## config.mk

```make
export PLATFORM = sky130hd
export DESIGN_NAME = sha_msg_padder_flat
export DESIGN_NICKNAME = d
export VERILOG_FILES = /design/src/rtl/sha_msg_padder_if.sv /design/src/rtl/sha_msg_padder.sv /design/src/flat_wrapper.sv
export SDC_FILE = /design/constraint.sdc
export NUM_CORES = 1
export LEC_CHECK = 0
export BUFFER_PORTS_ARGS = -buffer_cell sky130_fd_sc_hd__buf_4
export CAP_MARGIN = 15
export CORE_AREA = 2 2 232 234
export DETAILED_ROUTE_END_ITERATION = 7
export DIE_AREA = 0 0 234 236
export PLACE_DENSITY = 0.71
export SLEW_MARGIN = 20
export SYNTH_ARGS = -nofsm -noshare
export SYNTH_HDL_FRONTEND = slang
export SYNTH_SLANG_ARGS = --single-unit
```

## constraint.sdc

```tcl
create_clock -name clk -period 5.45 [get_ports clk]
set_input_delay 1.09 -clock clk [delete_from_list [all_inputs] [get_ports clk]]
set_output_delay 1.09 -clock clk [all_outputs]
set_load 0.03 [all_outputs]
```

## src/rtl/sha_msg_padder_if.sv

```systemverilog
`default_nettype none
// ============================================================================
// Module      : sha_msg_padder_if
// Description : Handshake bundle for the SHA-256 message padder.
//               Word side   : in_valid / in_ready / in_data / in_last / in_bytes
//               Block side  : blk_valid / blk_ready / blk_data / blk_last
//               master : word source plus block consumer (drives in_*, blk_ready)
//               slave  : the padder (drives in_ready, blk_*)
// Revision    : 1.0 - initial release
// ============================================================================
interface sha_msg_padder_if;
    logic         in_valid;
    logic [63:0]  in_data;
    logic         in_last;
    logic [3:0]   in_bytes;
    logic         in_ready;
    logic         blk_valid;
    logic [511:0] blk_data;
    logic         blk_last;
    logic         blk_ready;

    modport master (
        output in_valid, in_data, in_last, in_bytes, blk_ready,
        input  in_ready, blk_valid, blk_data, blk_last
    );

    modport slave (
        input  in_valid, in_data, in_last, in_bytes, blk_ready,
        output in_ready, blk_valid, blk_data, blk_last
    );
endinterface
`default_nettype wire

```

## src/rtl/sha_msg_padder.sv

```systemverilog
`default_nettype none
// ============================================================================
// Module      : sha_msg_padder
// Description : Streaming SHA-256 message padder. Packs 64-bit big-endian
//               message words into 512-bit blocks, appends the 0x80 marker,
//               zero fill and the 64-bit message bit length.
// Ports       : clk    - rising-edge clock
//               rst_n  - asynchronous active-low reset
//               bus    - sha_msg_padder_if.slave (word input, block output)
// Revision    : 1.0 - initial release
// ============================================================================
module sha_msg_padder (
    input  wire              clk,
    input  wire              rst_n,
    sha_msg_padder_if.slave  bus
);

    typedef enum logic [1:0] {
        S_FILL = 2'd0,
        S_PAD  = 2'd1,
        S_EMIT = 2'd2
    } state_t;

    localparam logic [63:0] c_MARK_WORD = 64'h8000_0000_0000_0000;

    state_t           r_state;
    logic [0:7][63:0] r_buf;       // word 0 is the most significant slice
    logic [2:0]       r_p;
    logic [63:0]      r_len;
    logic             r_pend80;    // 0x80 still owed (last word was full)
    logic             r_padding;   // message ended, block(s) still to close
    logic             r_blk_valid;
    logic             r_blk_last;

    logic [3:0]       w_nb;
    logic [63:0]      w_last_word;
    logic [63:0]      w_pad_word;
    logic [63:0]      w_bits;
    logic             w_accept;

    always_comb begin
        w_nb        = (bus.in_bytes > 4'd8) ? 4'd8 : bus.in_bytes;
        // Keep the leading nb bytes, drop the 0x80 marker right behind them.
        w_last_word = '0;
        for (int b = 0; b < 8; b++) begin
            if (4'(b) < w_nb)
                w_last_word[63-8*b -: 8] = bus.in_data[63-8*b -: 8];
            else if (4'(b) == w_nb)
                w_last_word[63-8*b -: 8] = 8'h80;
        end
        w_pad_word  = r_pend80 ? c_MARK_WORD : 64'd0;
        w_bits      = {57'd0, w_nb, 3'd0};
        w_accept    = bus.in_valid && (r_state == S_FILL);
    end

    assign bus.in_ready  = (r_state == S_FILL);
    assign bus.blk_valid = r_blk_valid;
    assign bus.blk_last  = r_blk_last;
    assign bus.blk_data  = r_buf;

    always_ff @(posedge clk or negedge rst_n) begin
        if (!rst_n) begin
            r_state     <= S_FILL;
            r_buf       <= '0;
            r_p         <= 3'd0;
            r_len       <= 64'd0;
            r_pend80    <= 1'b0;
            r_padding   <= 1'b0;
            r_blk_valid <= 1'b0;
            r_blk_last  <= 1'b0;
        end else begin
            case (r_state)
                S_FILL: begin
                    if (w_accept) begin
                        if (!bus.in_last) begin
                            r_buf[r_p] <= bus.in_data;
                            r_len      <= r_len + 64'd64;
                        end else begin
                            r_buf[r_p] <= w_last_word;
                            r_len      <= r_len + w_bits;
                            r_pend80   <= (w_nb == 4'd8);
                            r_padding  <= 1'b1;
                            r_state    <= S_PAD;
                        end
                        // A full buffer always goes out as a non-final block;
                        // a message ending here still needs room for L.
                        if (r_p == 3'd7) begin
                            r_blk_valid <= 1'b1;
                            r_blk_last  <= 1'b0;
                            r_p         <= 3'd0;
                            r_state     <= S_EMIT;
                        end else begin
                            r_p <= r_p + 3'd1;
                        end
                    end
                end

                S_PAD: begin
                    if ((r_p == 3'd7) && !r_pend80) begin
                        r_buf[7]    <= r_len;
                        r_blk_valid <= 1'b1;
                        r_blk_last  <= 1'b1;
                        r_state     <= S_EMIT;
                    end else begin
                        r_buf[r_p] <= w_pad_word;
                        r_pend80   <= 1'b0;
                        if (r_p == 3'd7) begin
                            r_blk_valid <= 1'b1;
                            r_blk_last  <= 1'b0;
                            r_p         <= 3'd0;
                            r_state     <= S_EMIT;
                        end else begin
                            r_p <= r_p + 3'd1;
                        end
                    end
                end

                S_EMIT: begin
                    if (r_blk_valid && bus.blk_ready) begin
                        r_blk_valid <= 1'b0;
                        if (r_blk_last) begin
                            r_blk_last <= 1'b0;
                            r_padding  <= 1'b0;
                            r_len      <= 64'd0;
                            r_p        <= 3'd0;
                            r_state    <= S_FILL;
                        end else if (r_padding) begin
                            r_state <= S_PAD;
                        end else begin
                            r_state <= S_FILL;
                        end
                    end
                end

                default: r_state <= S_FILL;
            endcase
        end
    end

endmodule
`default_nettype wire
```

## src/flat_wrapper.sv

```systemverilog
// flat-port wrapper written by rule: the top's interface ports become plain ports
module sha_msg_padder_flat 
  (clk, rst_n, bus_in_valid, bus_in_data, bus_in_last, bus_in_bytes, bus_blk_ready, bus_in_ready, bus_blk_valid, bus_blk_data, bus_blk_last);
  sha_msg_padder_if bus_i ();
  input  wire clk;
  input  wire rst_n;
  input wire logic [$bits(bus_i.in_valid)-1:0] bus_in_valid;
  input wire logic [$bits(bus_i.in_data)-1:0] bus_in_data;
  input wire logic [$bits(bus_i.in_last)-1:0] bus_in_last;
  input wire logic [$bits(bus_i.in_bytes)-1:0] bus_in_bytes;
  input wire logic [$bits(bus_i.blk_ready)-1:0] bus_blk_ready;
  output wire logic [$bits(bus_i.in_ready)-1:0] bus_in_ready;
  output wire logic [$bits(bus_i.blk_valid)-1:0] bus_blk_valid;
  output wire logic [$bits(bus_i.blk_data)-1:0] bus_blk_data;
  output wire logic [$bits(bus_i.blk_last)-1:0] bus_blk_last;
  assign bus_i.in_valid = bus_in_valid;
  assign bus_i.in_data = bus_in_data;
  assign bus_i.in_last = bus_in_last;
  assign bus_i.in_bytes = bus_in_bytes;
  assign bus_i.blk_ready = bus_blk_ready;
  assign bus_in_ready = bus_i.in_ready;
  assign bus_blk_valid = bus_i.blk_valid;
  assign bus_blk_data = bus_i.blk_data;
  assign bus_blk_last = bus_i.blk_last;
  sha_msg_padder u_core (.clk(clk), .rst_n(rst_n), .bus(bus_i));
endmodule
```

# Yosys cells after proc, flatten, opt, wreduce, memory -nomap -nowiden
# Index checks and enable logic that the tools add are counted.
# W data, S select, Z words.
word_totals:
  ff_bits: 585
  latchBits: 0
  ram_bits: 0
  romBits: 0
  wordCells: 132
  n_memories: 0
op_classes:
  addsub: 3
  multipliers: 0
  div_mod_pow: 0
  n_lt_le_gt_ge: 11
  eq_ne: 18
  n_shift: 0
  mux: 66
  bitwise_logic: 1
  n_reduce_logical: 18
ops:
  columns: ["op", "n"]
  rows:
  - ["$bwmux W512", 3]
  - ["$mux W512", 2]
  - ["$pmux W512 S2", 1]
  - ["$mux W448", 1]
  - ["$mux W64", 7]
  - ["$demux W64 S3", 1]
  - ["$mux W8", 16]
  - ["$pmux W64 S2", 1]
  - ["$add A64 B7 Y64", 1]
  - ["$add A64 B7 Y64 const B", 1]
  - ["$eq A3 B4 Y1 const A", 4]
  - ["$lt A3 B4 Y1 const A", 4]
  - ["$mux W1", 15]
  - ["$mux W3", 5]
  - ["$mux W2", 7]
  - ["$reduce_and A4 Y1", 3]
  - ["$reduce_and A5 Y1", 2]
  - ["$pmux W3 S3", 1]
  - ["$eq A2 B4 Y1 const A", 2]
  - ["$lt A1 B4 Y1 const A", 2]
  - ["$lt A2 B4 Y1 const A", 2]
  - ["$ne A2 B1 Y1 const B", 3]
  - ["$pmux W1 S3", 2]
  - ["$pmux W2 S3", 1]
  - ["23 further kinds", 30]

# Logic depth before layout (Yosys ltp)
logic_depth:
  ltp_word: 9
  ltp_mapped: 11
  mapped_depth_nobuf: 9

# Worst setup path after synthesis
# OpenSTA, ideal clock, no wires.
synth_path:
  path_type: "input port to flip-flop"
  from: "input port bus_in_bytes[1]"
  to: "register u_core.r_len[51]"
  t_arrival_ns: 3.230
  slack_ns: 2.084
  cell_stages: 10
  path_buffers: 2
  path_cell_list: "clkbuf_1 > nor2b_1 > inv_1 > fa_1 > nor2b_1 > o211a_1 > o2111ai_1 > clkbuf_1 > o41ai_1 > a21oi_1"
synth_via:
  elab_chain_len: 6
synth_lines:
  columns: ["item", "line", "rtl"]
  rows:
  - ["start: declaration", "flat_wrapper.sv:10", "input wire logic [$bits(bus_i.in_bytes)-1:0] bus_in_bytes;"]
  - ["$gt A4 B4 Y1", "sha_msg_padder.sv:42", "w_nb = (bus.in_bytes > 4'd8) ? 4'd8 : bus.in_bytes;"]
  - ["$mux W4 (*)", "sha_msg_padder.sv:42", null]
  - ["$add A64 B7 Y64 (*)", "sha_msg_padder.sv:80", "r_len <= r_len + w_bits;"]
  - ["$mux W64 (*)", "sha_msg_padder.sv:75", "if (!bus.in_last) begin"]
  - ["$mux W64 (*)", "sha_msg_padder.sv:74", "if (w_accept) begin"]
  - ["$pmux W64 S2 (*)", "sha_msg_padder.sv:72", "case (r_state)"]
  - ["end signal: assignment", "sha_msg_padder.sv:77", "r_len <= r_len + 64'd64;"]
  - ["end signal: assignment", "sha_msg_padder.sv:80", null]
  - ["end: declaration", "sha_msg_padder.sv:29", "logic [63:0] r_len;"]
# Every way passes the cells marked *; elsewhere a longest branch is shown, timed or not. The select of a mux whose other input is x is not followed.
# A chain may end at the register's enable or synchronous reset.

# Worst setup path after layout
layout_path:
  from: "register u_core.r_p[1]"
  to: "register u_core.r_buf (netlist bit u_core.bus.blk_data[74])"
layout_via:
  elab_chain_len: 9
  elab_cells_between_ends: 17
  classes_between: "order compare (2); eq/ne (2); mux (9); bitwise (1); reduce/logical (3)"
layout_lines:
  columns: ["item", "line", "rtl"]
  rows:
  - ["start: declaration", "sha_msg_padder.sv:28", "logic [2:0] r_p;"]
  - ["start signal: assignment", "sha_msg_padder.sv:93", "r_p <= r_p + 3'd1;"]
  - ["start signal: assignment", "sha_msg_padder.sv:113", "r_p <= r_p + 3'd1;"]
  - ["$not A3 Y4 (implied by the code)", "sha_msg_padder.sv:76, sha_msg_padder.sv:79, sha_msg_padder.sv:105", null]
  - ["$ge A4 B4 Y1 (implied by the code) / $lt A4 B1 Y1 (equally long branches)", "sha_msg_padder.sv:76, sha_msg_padder.sv:79, sha_msg_padder.sv:105", null]
  - ["$logic_and A1 B1 Y1 (implied by the code)", "sha_msg_padder.sv:76, sha_msg_padder.sv:79, sha_msg_padder.sv:105", null]
  - ["$mux W64 (implied by the code)", "sha_msg_padder.sv:76, sha_msg_padder.sv:79, sha_msg_padder.sv:105", null]
  - ["$demux W64 S3", "sha_msg_padder.sv:76, sha_msg_padder.sv:79, sha_msg_padder.sv:105", null]
  - ["$bwmux W512, on equally long branches", "sha_msg_padder.sv:76, sha_msg_padder.sv:79", null]
  - ["$mux W512", "sha_msg_padder.sv:75", null]
  - ["$mux W512", "sha_msg_padder.sv:74", null]
  - ["$pmux W512 S2", "sha_msg_padder.sv:72", null]
  - ["end signal: indexed assignment", "sha_msg_padder.sv:76", "r_buf[r_p] <= bus.in_data;"]
  - ["end signal: indexed assignment", "sha_msg_padder.sv:79", "r_buf[r_p] <= w_last_word;"]
  - ["end signal: indexed assignment", "sha_msg_padder.sv:105", "r_buf[r_p] <= w_pad_word;"]
  - ["end: declaration", "sha_msg_padder.sv:27", "logic [0:7][63:0] r_buf;"]
# Parallel ways exist; a longest one is shown, timed or not. The select of a mux whose other input is x is not followed.

==> results.ini <==
[detailed_routing]
via_count=19600
post_drt_via_cell_ratio=5.68
first_iter_violations=1824
drt-wirelength-per-cell_um=23.6
detail_route.first_pass.iterations=6
wirelength_um=81400
route.antenna.remaining_nets=0
route.detailed.drc=0

[outcome]
status=complete, no violations

[cts]
cts_setup_buffers=0
cts_inserted_buffers=57
cts_root_buffer=clkbuf_16
cts_num_sinks=582
htreeDepth=2
worst_skew_pair.late_latency_ns=0.62
cts-resized-gates=0
cts-hold-fix-buffers=0
tritoncts=built
clk_pin_slew_ns=0.07
clock_tree.buffer_depth=3

[hold_path]
hp-class=reg2reg
startpoint_of_the_tightest_hold_check_path=u_core.bus.blk_data[187]$_DFFE_PN0P_
worst_hold_path.endpoint=u_core.bus.blk_data[187]$_DFFE_PN0P_
worst_hold_path.num_cells=2

[logic_synthesis]
mappedNetlistArea_sq_um=23900
synth_cells=2166
distinct_cells_synth=62
yosys_warnings=0
synth-edff-count=0
cell_types_occupying_the_most_area_after_synthesis=dfrtp_1 61%, o21ai_0 6.2%, mux2_2 5.9%
postSynthAreaPerCell_sq_um=11.0
synth_top_cell_area_share_pct=61.0
netlist.top_cell.by_area=dfrtp_1
asyncSetResetFlopFracSynth_pct=100
synth_flop_cell=dfrtp_1
seq_area_frac_synth_pct=61.0
yosys_register_bits=582
synth_nets=2251

[floorplanning]
design.core.area_sq_um=53100
die_width_um=234
die_y_um=236
design.die.area_sq_um=55200
initial_core_util_pct=45.0
top_level_ports=588
core.rowCount=85

[critical_path]
start_kind=flip-flop
crit_arrival_ns=4.15
worstPathRequired_ns=5.92
critPathBufInv=1
critical_path_class=reg2reg
critical_path_s_largest_stage_delay_ns=0.76
critical_path.reg2reg.endpoint=u_core.bus.blk_data[74]$_DFFE_PN0P_
worstRegToRegCells=8
r2r_start=u_core.r_p[1]$_DFFE_PN0P_
ff2ff_setup_slack_ns=1.78
timing.critical_path.max_delay_family=simple AND/OR/NAND/NOR gates
worst_path_max_delay_cell=nand3_4
crit_path_max_fanout=73
worst_path_most_repeated_cell=ha_1
critical_path.cell_chain=ha_1 > ha_1 > and3b_2 > nor4_1 > nand3_4 > buf_4 > nand2_1 > o21ai_0
endpoint_kind=flip-flop

[timing]
finalHoldViolCount=0
report.final.setup_viol=0
max_freq_ghz=0.272
slew_headroom_pct=26.8
tightest_slew_ns=1.10
unrepaired_setup_endpoints_after_global_routing=no
post-route-worst-setup-slack_ns=1.78
finalCriticalPeriod_ns=3.67
fin_crit_sh_pct=67.4
timing.final.max_slew_violations=0
setup-tns-final_ns=0
clock-skew-final_ns=0.0188

[layout]
finish.net_count=2792
layout.cells.non_filler=3454
final_common_cell=buf_4
drive_above_1_share_pct=31.7
flow.area_growth_from_synthesis_pct=30.0
most-common-layout-cells=611 x buf_4, 582 x dfrtp_1, 361 x nand2_1, 295 x o21ai_0, 125 x mux2_2
filler_cell_count=4359
fin_area_sq_um=31100

[global_route]
grt_first_pass_wirelength_um=120000
grt_antenna_before_repair=6
grt_pass1_vias=18900
overflow=0
use_met1_pct=38.8
grt_met3_use_pct=6.41
grt_util_all_layers_pct=28.7
pin_count_of_the_biggest_net_entering_global_routing=128
grt_most_used_layer=met2
grt_use_met2_pct=44.6

[placed_design]
place_area_sq_um=29000
port_buffers=587
gp_congestion=0.902
dpl.hpwl_um=59900
place_worst_setup_slack_ns=1.69
dp_cells=3344

[flow_run]
count_of_maximum_capacitance_violations=0

[pwr]
power.static_leakage_nw=14.8
power.ir.vdd_worst_mv=0.352
p_per_area_nw_per_um2=694

==> flip-flops by register name (all words and copies together) (netlist names) <==
signal,count
u_core.r_len,61
u_core.r_p,3
u_core.r_padding,1
u_core.bus.blk_data,512
u_core.bus.blk_valid,1
u_core.r_state,2
u_core.r_pend80,1
u_core.bus.blk_last,1
==> cells by family after synthesis <==
| logic type | share of synthesized area, % |
|---|---|
| simple gates | 13.3 |
| flops | 61.0 |
| compound gates | 12.8 |
| mux | 8.89 |
| buf+inv | 3.07 |
| fa+ha+maj | 0.660 |
| xor+xnor | 0.330 |
==> cells in the mapped netlist (all sizes together) (5+ instances only) <==
cell type,n
a21oi,123
a22oi,53
a32oi,8
and2,47
and3,16
buf,31
clkbuf,108
dfrtp,582
ha,11
inv,19
mux2,185
nand2,363
nand2b,9
nand3,34
nand4,20
nor2,87
nor2b,11
nor3,11
nor3b,10
nor4,7
o211ai,5
o21a,5
o21ai,295
o31ai,31
or3,14
or4,32
xor2,7
==> routing by layer <==
metal | share of wire (%) | vias to the layer above | routed length, um
li1 | - | 8707 | -
met1 | 41 | 9930 | 33400
met2 | 47 | 827 | 38000
met3 | 7.7 | 169 | 6290
met4 | 4.7 | 0 | 3790
met5 | 0 | - | 0
==> report_power, final <==
group	internal (mW)	total [mW]	switching (mW)
Combinational	3.42	10.2	6.74
Clock	2.57	4.30	1.73
Sequential	6.02	7.09	1.07
==> area by class of cell <==
cell class                      instances  area (sq um)  area share, %
Antenna cell                            5          12.5         0.0403
Clock buffer                           81          1720           5.53
Clock inverter                         24           357           1.15
Inverter                               19          71.3          0.230
Multi-Input combinational cell       1426          8680           27.9
Sequential cell                       582         14600           46.9
Tap cell                              696           871           2.80
Timing Repair Buffer                  621          4780           15.4
==> per-stage QoR <==
stage | util, % | hold WS, ns | total power, mW
floorplan | - | 0.491 | 12.9
global placement | 54.6 | 0.463 | 17.0
detailed placement | 54.6 | 0.472 | 17.3
CTS | 58.5 | 0.485 | 21.6
global route | 58.5 | 0.501 | 22.5
finish | 58.5 | 0.482 | 21.6
==> worst reg2reg max path, stage by stage (launching register included) <==
cell,delay [ns]
dfrtp_1,0.52
ha_1,0.27
ha_1,0.27
and3b_2,0.24
nor4_1,0.74
nand3_4,0.76
buf_4,0.53
nand2_1,0.11
o21ai_0,0.10
==> worst max-delay path by stage <==
stage                                    startpoint                              endpoint  cells past startpoint
after floorplan                     bus_in_bytes[1]          u_core.r_len[51]$_DFFE_PN0P_                     10
after global placement                 bus_in_valid   u_core.bus.blk_data[79]$_DFFE_PN0P_                      7
after detailed placement            bus_in_bytes[0]          u_core.r_len[63]$_DFFE_PN0P_                     11
after CTS                 u_core.r_p[1]$_DFFE_PN0P_  u_core.bus.blk_data[399]$_DFFE_PN0P_                      9
after global routing      u_core.r_p[1]$_DFFE_PN0P_  u_core.bus.blk_data[398]$_DFFE_PN0P_                      8
final                     u_core.r_p[1]$_DFFE_PN0P_   u_core.bus.blk_data[74]$_DFFE_PN0P_                      8
No activity file was read; power rests on OpenSTA's default activity.
